<file path="src/rtl/rf_write_arbiter_if.sv">
// Bundle of writeback-source handshakes, claim port, hazard status and the
// register file write port shared by rf_write_arbiter and its users.
interface rf_write_arbiter_if #(
  parameter int DATA_W = 16,
  parameter int ADDR_W = 4,
  parameter int NREG   = 16
);
  logic              alu_valid;
  logic              alu_ready;
  logic [ADDR_W-1:0] alu_reg;
  logic [DATA_W-1:0] alu_data;
  logic              mem_valid;
  logic              mem_ready;
  logic [ADDR_W-1:0] mem_reg;
  logic [DATA_W-1:0] mem_data;
  logic              claim_valid;
  logic [ADDR_W-1:0] claim_reg;
  logic [NREG-1:0]   busy;
  logic              claim_err;
  logic              WriteReg;
  logic [ADDR_W-1:0] DstReg;
  logic [DATA_W-1:0] DstData;

  // Arbiter side
  modport slave (
    input  alu_valid, alu_reg, alu_data,
    input  mem_valid, mem_reg, mem_data,
    input  claim_valid, claim_reg,
    output alu_ready, mem_ready, busy, claim_err,
    output WriteReg, DstReg, DstData
  );

  // Producer / consumer side
  modport master (
    output alu_valid, alu_reg, alu_data,
    output mem_valid, mem_reg, mem_data,
    output claim_valid, claim_reg,
    input  alu_ready, mem_ready, busy, claim_err,
    input  WriteReg, DstReg, DstData
  );
endinterface

</file>
<file path="src/rtl/rf_write_arbiter.sv">
// rf_write_arbiter: shares the single register-file write port between the
// ALU writeback path and late-returning loads. Each source feeds a small
// FIFO; a round-robin arbiter pops one head per cycle into registered write
// port outputs. A 2-bit pending-write counter per register drives busy[].
// Optional feature macro: RF_ZERO_REG_EN (register 0 hardwired to zero).
module rf_write_arbiter #(
  parameter int DATA_W     = 16,
  parameter int ADDR_W     = 4,
  parameter int NREG       = 16,
  parameter int FIFO_DEPTH = 2
) (
  input logic              clk,
  input logic              rst,
  rf_write_arbiter_if.slave bus
);

`ifdef RF_ZERO_REG_EN
  localparam bit ZERO_REG = 1'b1;
`else
  localparam bit ZERO_REG = 1'b0;
`endif

  localparam int PTR_W = (FIFO_DEPTH > 1) ? $clog2(FIFO_DEPTH) : 1;
  localparam int CNT_W = PTR_W + 1;
  localparam int ENT_W = ADDR_W + DATA_W;

  // Source index 0 = ALU, 1 = memory loads
  logic [1:0]       w_in_valid;
  logic [ENT_W-1:0] w_in_entry [2];
  logic [ENT_W-1:0] w_head     [2];
  logic [1:0]       w_ready;
  logic [1:0]       w_nonempty;
  logic [1:0]       w_pop;

  assign w_in_valid    = {bus.mem_valid, bus.alu_valid};
  assign w_in_entry[0] = {bus.alu_reg, bus.alu_data};
  assign w_in_entry[1] = {bus.mem_reg, bus.mem_data};
  assign bus.alu_ready = w_ready[0];
  assign bus.mem_ready = w_ready[1];

  genvar gi;

  generate
    for (gi = 0; gi < 2; gi++) begin : fifo_g
      logic [ENT_W-1:0] r_mem [FIFO_DEPTH];
      logic [PTR_W-1:0] r_wr_ptr;
      logic [PTR_W-1:0] r_rd_ptr;
      logic [CNT_W-1:0] r_count;
      logic             w_push;

      // ready is purely "not full": a pop this cycle only frees the slot for
      // the next cycle, and ready is forced low while reset is asserted.
      assign w_ready[gi]    = !rst && (r_count != CNT_W'(FIFO_DEPTH));
      assign w_nonempty[gi] = (r_count != '0);
      assign w_push         = w_in_valid[gi] && w_ready[gi];
      assign w_head[gi]     = r_mem[r_rd_ptr];

      // Storage needs no reset: the count alone decides what is valid
      always_ff @(posedge clk) begin
        if (w_push) begin
          r_mem[r_wr_ptr] <= w_in_entry[gi];
        end
      end

      // Pointer and occupancy bookkeeping
      always_ff @(posedge clk) begin
        if (rst) begin
          r_wr_ptr <= '0;
          r_rd_ptr <= '0;
          r_count  <= '0;
        end else begin
          if (w_push) begin
            r_wr_ptr <= r_wr_ptr + 1'b1;
          end
          if (w_pop[gi]) begin
            r_rd_ptr <= r_rd_ptr + 1'b1;
          end
          case ({w_push, w_pop[gi]})
            2'b10:   r_count <= r_count + 1'b1;
            2'b01:   r_count <= r_count - 1'b1;
            default: r_count <= r_count;
          endcase
        end
      end
    end
  endgenerate

  // Round-robin pointer: 1 means the memory source won the last grant
  logic              r_last_mem;
  logic              w_grant_alu;
  logic              w_grant_mem;
  logic              w_issue;
  logic [ENT_W-1:0]  w_sel_entry;
  logic [ADDR_W-1:0] w_sel_reg;
  logic [DATA_W-1:0] w_sel_data;
  logic              r_write;
  logic [ADDR_W-1:0] r_dst_reg;
  logic [DATA_W-1:0] r_dst_data;

  assign w_grant_alu = w_nonempty[0] && (!w_nonempty[1] || r_last_mem);
  assign w_grant_mem = w_nonempty[1] && !w_grant_alu;
  assign w_pop       = {w_grant_mem, w_grant_alu};
  assign w_sel_entry = w_grant_mem ? w_head[1] : w_head[0];
  assign w_sel_reg   = w_sel_entry[ENT_W-1:DATA_W];
  assign w_sel_data  = w_sel_entry[DATA_W-1:0];
  // A granted slot aimed at the hardwired zero register is popped but not written
  assign w_issue     = (w_grant_alu || w_grant_mem) && !(ZERO_REG && (w_sel_reg == '0));

  // Grant bookkeeping and the registered write port; index/data hold when idle
  always_ff @(posedge clk) begin
    if (rst) begin
      r_last_mem <= 1'b1;
      r_write    <= 1'b0;
      r_dst_reg  <= '0;
      r_dst_data <= '0;
    end else begin
      if (w_grant_alu || w_grant_mem) begin
        r_last_mem <= w_grant_mem;
      end
      r_write <= w_issue;
      if (w_issue) begin
        r_dst_reg  <= w_sel_reg;
        r_dst_data <= w_sel_data;
      end
    end
  end

  assign bus.WriteReg = r_write;
  assign bus.DstReg   = r_dst_reg;
  assign bus.DstData  = r_dst_data;

  // Pending-write scoreboard
  logic [NREG-1:0] w_busy;
  logic [NREG-1:0] w_sat_claim;
  logic            r_claim_err;

  generate
    for (gi = 0; gi < NREG; gi++) begin : sb_g
      if (ZERO_REG && (gi == 0)) begin : zero_g
        assign w_busy[gi]      = 1'b0;
        assign w_sat_claim[gi] = 1'b0;
      end else begin : cnt_g
        logic [1:0] r_cnt;
        logic       w_inc;
        logic       w_dec;

        assign w_inc           = bus.claim_valid && (bus.claim_reg == ADDR_W'(gi));
        assign w_dec           = w_issue && (w_sel_reg == ADDR_W'(gi));
        assign w_sat_claim[gi] = w_inc && !w_dec && (r_cnt == 2'd3);
        assign w_busy[gi]      = (r_cnt != 2'd0);

        // Saturating counter; claim and write on the same register cancel
        always_ff @(posedge clk) begin
          if (rst) begin
            r_cnt <= 2'd0;
          end else if (w_inc && !w_dec) begin
            if (r_cnt != 2'd3) begin
              r_cnt <= r_cnt + 2'd1;
            end
          end else if (w_dec && !w_inc) begin
            if (r_cnt != 2'd0) begin
              r_cnt <= r_cnt - 2'd1;
            end
          end
        end
      end
    end
  endgenerate

  // Sticky error: any claim that hit a saturated counter
  always_ff @(posedge clk) begin
    if (rst) begin
      r_claim_err <= 1'b0;
    end else begin
      r_claim_err <= r_claim_err || (|w_sat_claim);
    end
  end

  assign bus.busy      = w_busy;
  assign bus.claim_err = r_claim_err;

endmodule

</file>
<file path="src/flat_wrapper.sv">
// flat-port wrapper written by rule: the top's interface ports become plain ports
module rf_write_arbiter_flat 
#(
  parameter int DATA_W     = 16,
  parameter int ADDR_W     = 4,
  parameter int NREG       = 16,
  parameter int FIFO_DEPTH = 2
)
  (clk, rst, bus_alu_valid, bus_alu_reg, bus_alu_data, bus_mem_valid, bus_mem_reg, bus_mem_data, bus_claim_valid, bus_claim_reg, bus_alu_ready, bus_mem_ready, bus_busy, bus_claim_err, bus_WriteReg, bus_DstReg, bus_DstData);
  rf_write_arbiter_if #(.DATA_W(DATA_W), .ADDR_W(ADDR_W), .NREG(NREG)) bus_i ();
  input logic clk;
  input logic rst;
  input wire logic [$bits(bus_i.alu_valid)-1:0] bus_alu_valid;
  input wire logic [$bits(bus_i.alu_reg)-1:0] bus_alu_reg;
  input wire logic [$bits(bus_i.alu_data)-1:0] bus_alu_data;
  input wire logic [$bits(bus_i.mem_valid)-1:0] bus_mem_valid;
  input wire logic [$bits(bus_i.mem_reg)-1:0] bus_mem_reg;
  input wire logic [$bits(bus_i.mem_data)-1:0] bus_mem_data;
  input wire logic [$bits(bus_i.claim_valid)-1:0] bus_claim_valid;
  input wire logic [$bits(bus_i.claim_reg)-1:0] bus_claim_reg;
  output wire logic [$bits(bus_i.alu_ready)-1:0] bus_alu_ready;
  output wire logic [$bits(bus_i.mem_ready)-1:0] bus_mem_ready;
  output wire logic [$bits(bus_i.busy)-1:0] bus_busy;
  output wire logic [$bits(bus_i.claim_err)-1:0] bus_claim_err;
  output wire logic [$bits(bus_i.WriteReg)-1:0] bus_WriteReg;
  output wire logic [$bits(bus_i.DstReg)-1:0] bus_DstReg;
  output wire logic [$bits(bus_i.DstData)-1:0] bus_DstData;
  assign bus_i.alu_valid = bus_alu_valid;
  assign bus_i.alu_reg = bus_alu_reg;
  assign bus_i.alu_data = bus_alu_data;
  assign bus_i.mem_valid = bus_mem_valid;
  assign bus_i.mem_reg = bus_mem_reg;
  assign bus_i.mem_data = bus_mem_data;
  assign bus_i.claim_valid = bus_claim_valid;
  assign bus_i.claim_reg = bus_claim_reg;
  assign bus_alu_ready = bus_i.alu_ready;
  assign bus_mem_ready = bus_i.mem_ready;
  assign bus_busy = bus_i.busy;
  assign bus_claim_err = bus_i.claim_err;
  assign bus_WriteReg = bus_i.WriteReg;
  assign bus_DstReg = bus_i.DstReg;
  assign bus_DstData = bus_i.DstData;
  rf_write_arbiter #(.DATA_W(DATA_W), .ADDR_W(ADDR_W), .NREG(NREG), .FIFO_DEPTH(FIFO_DEPTH)) u_core (.clk(clk), .rst(rst), .bus(bus_i));
endmodule
</file>
<file path="config.mk">
export PLATFORM = sky130hd
export DESIGN_NAME = rf_write_arbiter_flat
export DESIGN_NICKNAME = d
export VERILOG_FILES = /design/src/rtl/rf_write_arbiter_if.sv /design/src/rtl/rf_write_arbiter.sv /design/src/flat_wrapper.sv
export SDC_FILE = /design/constraint.sdc
export NUM_CORES = 1
export LEC_CHECK = 0
export BUFFER_PORTS_ARGS = -buffer_cell sky130_fd_sc_hd__buf_4
export CAP_MARGIN = 30
export CORE_MARGIN = 2
export CORE_UTILIZATION = 64
export CTS_BUF_LIST = sky130_fd_sc_hd__clkbuf_4
export DETAILED_ROUTE_END_ITERATION = 12
export PLACE_DENSITY = 0.95
export SLEW_MARGIN = 15
export SYNTH_ARGS = -nofsm -noshare
export SYNTH_HDL_FRONTEND = slang
export SYNTH_SLANG_ARGS = --single-unit
</file>
<file path="constraint.sdc">
create_clock -name clk -period 3.24 [get_ports clk]
set_clock_uncertainty 0.15 [all_clocks]
set_input_delay 0.324 -clock clk [delete_from_list [all_inputs] [get_ports clk]]
set_output_delay 0.324 -clock clk [all_outputs]
set_load 0.05 [all_outputs]
</file>
==> flow_summary.ini <==
[run_status]
outcome = completed

[critical_path]
cp-start-kind = register
worst-path-max-fanout = 12
endpoint_kind = register
critPathKind = reg2reg
crit_arrival_ps = 3150
crit_required_ps = 3490
ff2ff_path_depth = 9

[synth]
synth_ff_type = edfxtp_1
post_synth_and_or_nand_nor_area_fraction_pct = 15.6
netlist_cell_types = 44
yosys_register_bits = 145
syn_area_um2 = 6730
dominant_combinational_cell_family_by_area_after_synthesis = simple AND/OR/NAND/NOR gates
synth_async_sr_flop_share_pct = 0
synth-compound-area-share_pct = 13.2
number_of_flops_mapped_to_enable_cells_by_yosys = 80
seq_area_frac_synth_pct = 55.1
synth-adder-area-share_pct = 3.35
synth-xor-area-share_pct = 1.04
syn-num-nets = 663
synth_mux_area_share_pct = 8.89
yosys_warnings = 0
syn-mean-instance-area_um2 = 11.3
syn_inst = 596

[die]
chipWidth_um = 107
initial_core_util_pct = 65.4
rows = 37
die_area_um2 = 11300
fp.coreArea_um2 = 10300
die_h_um = 107
top_level_ports = 89

[final_layout]
most-common-layout-cells = buf_4, edfxtp_1, dfxtp_1, a21oi_1
nets = 801
post_route_cells_drive_above_1_share_pct = 26.9
layout_commonest_cell = buf_4
layout.cells.non_filler = 883
antenna_cells_inserted = 0
layout-area-overhead-vs-synth_pct = 21.7

[clock_tree]
worst_skew_pair.late_latency_ps = 540
cts_htree_levels = 4
cts_root_buffer = clkbuf_4
cts_inserted_buffers = 17
worst_setup_hold_path_clk_slew_ps = 130
post_cts_buffers = 0
cts.path.max_buffers = 2
clock_sink_count = 145
clock_tree_from_tritoncts = done

[sta]
report.final.hold_viol_count = 0
transition_at_the_pin_with_the_smallest_max_transition_slack_ps = 718
slew_headroom_pct = 52.1
min_period_ps = 2900
timing.final.crit_share_pct = 89.4
timing.final.ws_setup_ps = 342
finalMaxSlewViolations = 0
maxClockFrequency_ghz = 0.345
fin_tns_setup_ps = 0
grt_setup_unrepaired = false
finalSetupViolations = 0

[hold_path]
hp-class = in2reg
min_path_cells = 4

[route]
wire_per_inst_um = 20.4
detail_route.vias_per_cell = 6.29
final_antenna_net_count = 0
drc = 0
route.vias.total = 5554
detailed_routing_iterations_pass_1 = 5
drc_violation_total_after_the_first_tritonroute_iteration = 547
drt_wl_total_mm = 18.0

[grt]
global_route_wire_length_before_repair_mm = 27.9
grt_use_total_pct = 32.5
largest_net_degree_at_the_start_of_global_routing = 65
globalRoute.totalOverflow = 0
initial_antenna_violation_count = 0
grt_pass1_vias = 5559

[power_and_ir_drop]
power.density_cell_area_nw_per_um2 = 708
power.ir.vdd_worst_mv = 0.596
leakage_component_of_the_power_nw = 2.92

[placed_design]
place_worst_setup_slack_ps = 525
final_wtd_congestion = 0.903
hpwlAfterDp_mm = 11.0
placement.io_buffers = 88
placed_cells_incl_taps = 810

[flow_run]
maxCapViolations = 0
power by group:
group          switching (mW)  total (mW)  internal, mW
Clock                   0.688        1.16         0.474
Combinational            1.51        2.32         0.812
Sequential              0.162        2.32          2.16
Total                    2.36        5.80          3.44
kinds of logic after synthesis:
group                    count (synthesis)
AND/OR/NAND/NOR                        201
adder cells (fa/ha/maj)                 18
buffers and inverters                   30
AO/OA/AOI/OAI                          137
multiplexers                            57
XOR/XNOR                                 8
flip-flops                             145
worst paths after layout:
check                                               end  slack [ps]                                      from
max          u_core.sb_g[2].cnt_g.r_cnt[1]$_SDFFE_PP0P_         340  u_core.fifo_g[0].r_count[0]$_SDFFE_PP0P_
min              u_core.fifo_g[0].r_wr_ptr$_SDFFE_PP0P_         210                             bus_alu_valid
max reg2reg  u_core.sb_g[2].cnt_g.r_cnt[1]$_SDFFE_PP0P_         340  u_core.fifo_g[0].r_count[0]$_SDFFE_PP0P_
min reg2reg           u_core.bus.DstReg[3]$_SDFFE_PP0P_         320         u_core.bus.DstReg[3]$_SDFFE_PP0P_
metrics by stage:
step,hold slack [ps],area [um2],util [%],power (mW)
floorplan,273,6730,-,4.00
global placement,295,7500,72.9,4.36
detailed placement,303,7500,72.9,4.47
CTS,141,8190,79.7,5.64
global route,231,8190,79.7,5.98
finish,207,8190,79.7,5.80
flip-flops by register name (all words and copies together) (netlist names), named ones only:
register,cells
u_core.fifo_g.r_mem,80
u_core.sb_g.cnt_g.r_cnt,32
u_core.bus.DstData,16
u_core.bus.DstReg,4
u_core.fifo_g.r_count,4
u_core.fifo_g.r_rd_ptr,2
u_core.fifo_g.r_wr_ptr,2
u_core.bus.WriteReg,1
u_core.bus.claim_err,1
u_core.r_last_mem,1
synthesized netlist by cell type (all sizes together), types with 5 or more instances:
cell type | n | area [um2]
a21o | 5 | 37.5
a21oi | 58 | 298
buf | 22 | 165
dfxtp | 65 | 1300
edfxtp | 80 | 2400
ha | 18 | 225
inv | 5 | 18.8
mux2 | 22 | 248
mux2i | 35 | 350
nand2 | 41 | 154
nand2b | 14 | 87.6
nand3 | 37 | 185
nand3b | 12 | 90.1
nand4 | 10 | 62.6
nor2 | 38 | 153
nor2b | 16 | 100
nor3 | 11 | 66.3
o211ai | 24 | 270
o21ai | 42 | 214
or2 | 17 | 109
xnor2 | 6 | 52.6
what timing repair did:
| action | CTS | global route |
|---|---|---|
| hold buffers | 41 | 0 |
| resized for setup | 0 | 0 |
| setup endpoints to repair | 0 | 0 |
| endpoints found under the hold margin | 81 | 0 |
layout make-up:
class	count	area (um2)
flip-flops and latches	145	3700
multi-input cells	421	2830
fillers	539	2090
repair buffers	144	1180
well taps	136	170
clock buffers	19	143
clock inverters	13	138
inverters	5	18.8
routing by layer:
metal	GRT usage, %	vias up	routed length [um]
li1	-	2480	-
met1	34.7	2623	6260
met2	58.9	365	9430
met3	7.54	86	1300
met4	18.3	0	983
met5	0	-	0
worst max-delay path: stages (launching register included):
cell,delay [ps]
dfxtp_1,490
o21ai_2,450
buf_4,270
nand4_1,100
a21oi_1,360
nand2_1,100
ha_1,350
nor2b_1,80
o21ai_0,270
a21oi_1,140
No activity file was read; power rests on OpenSTA's default activity.
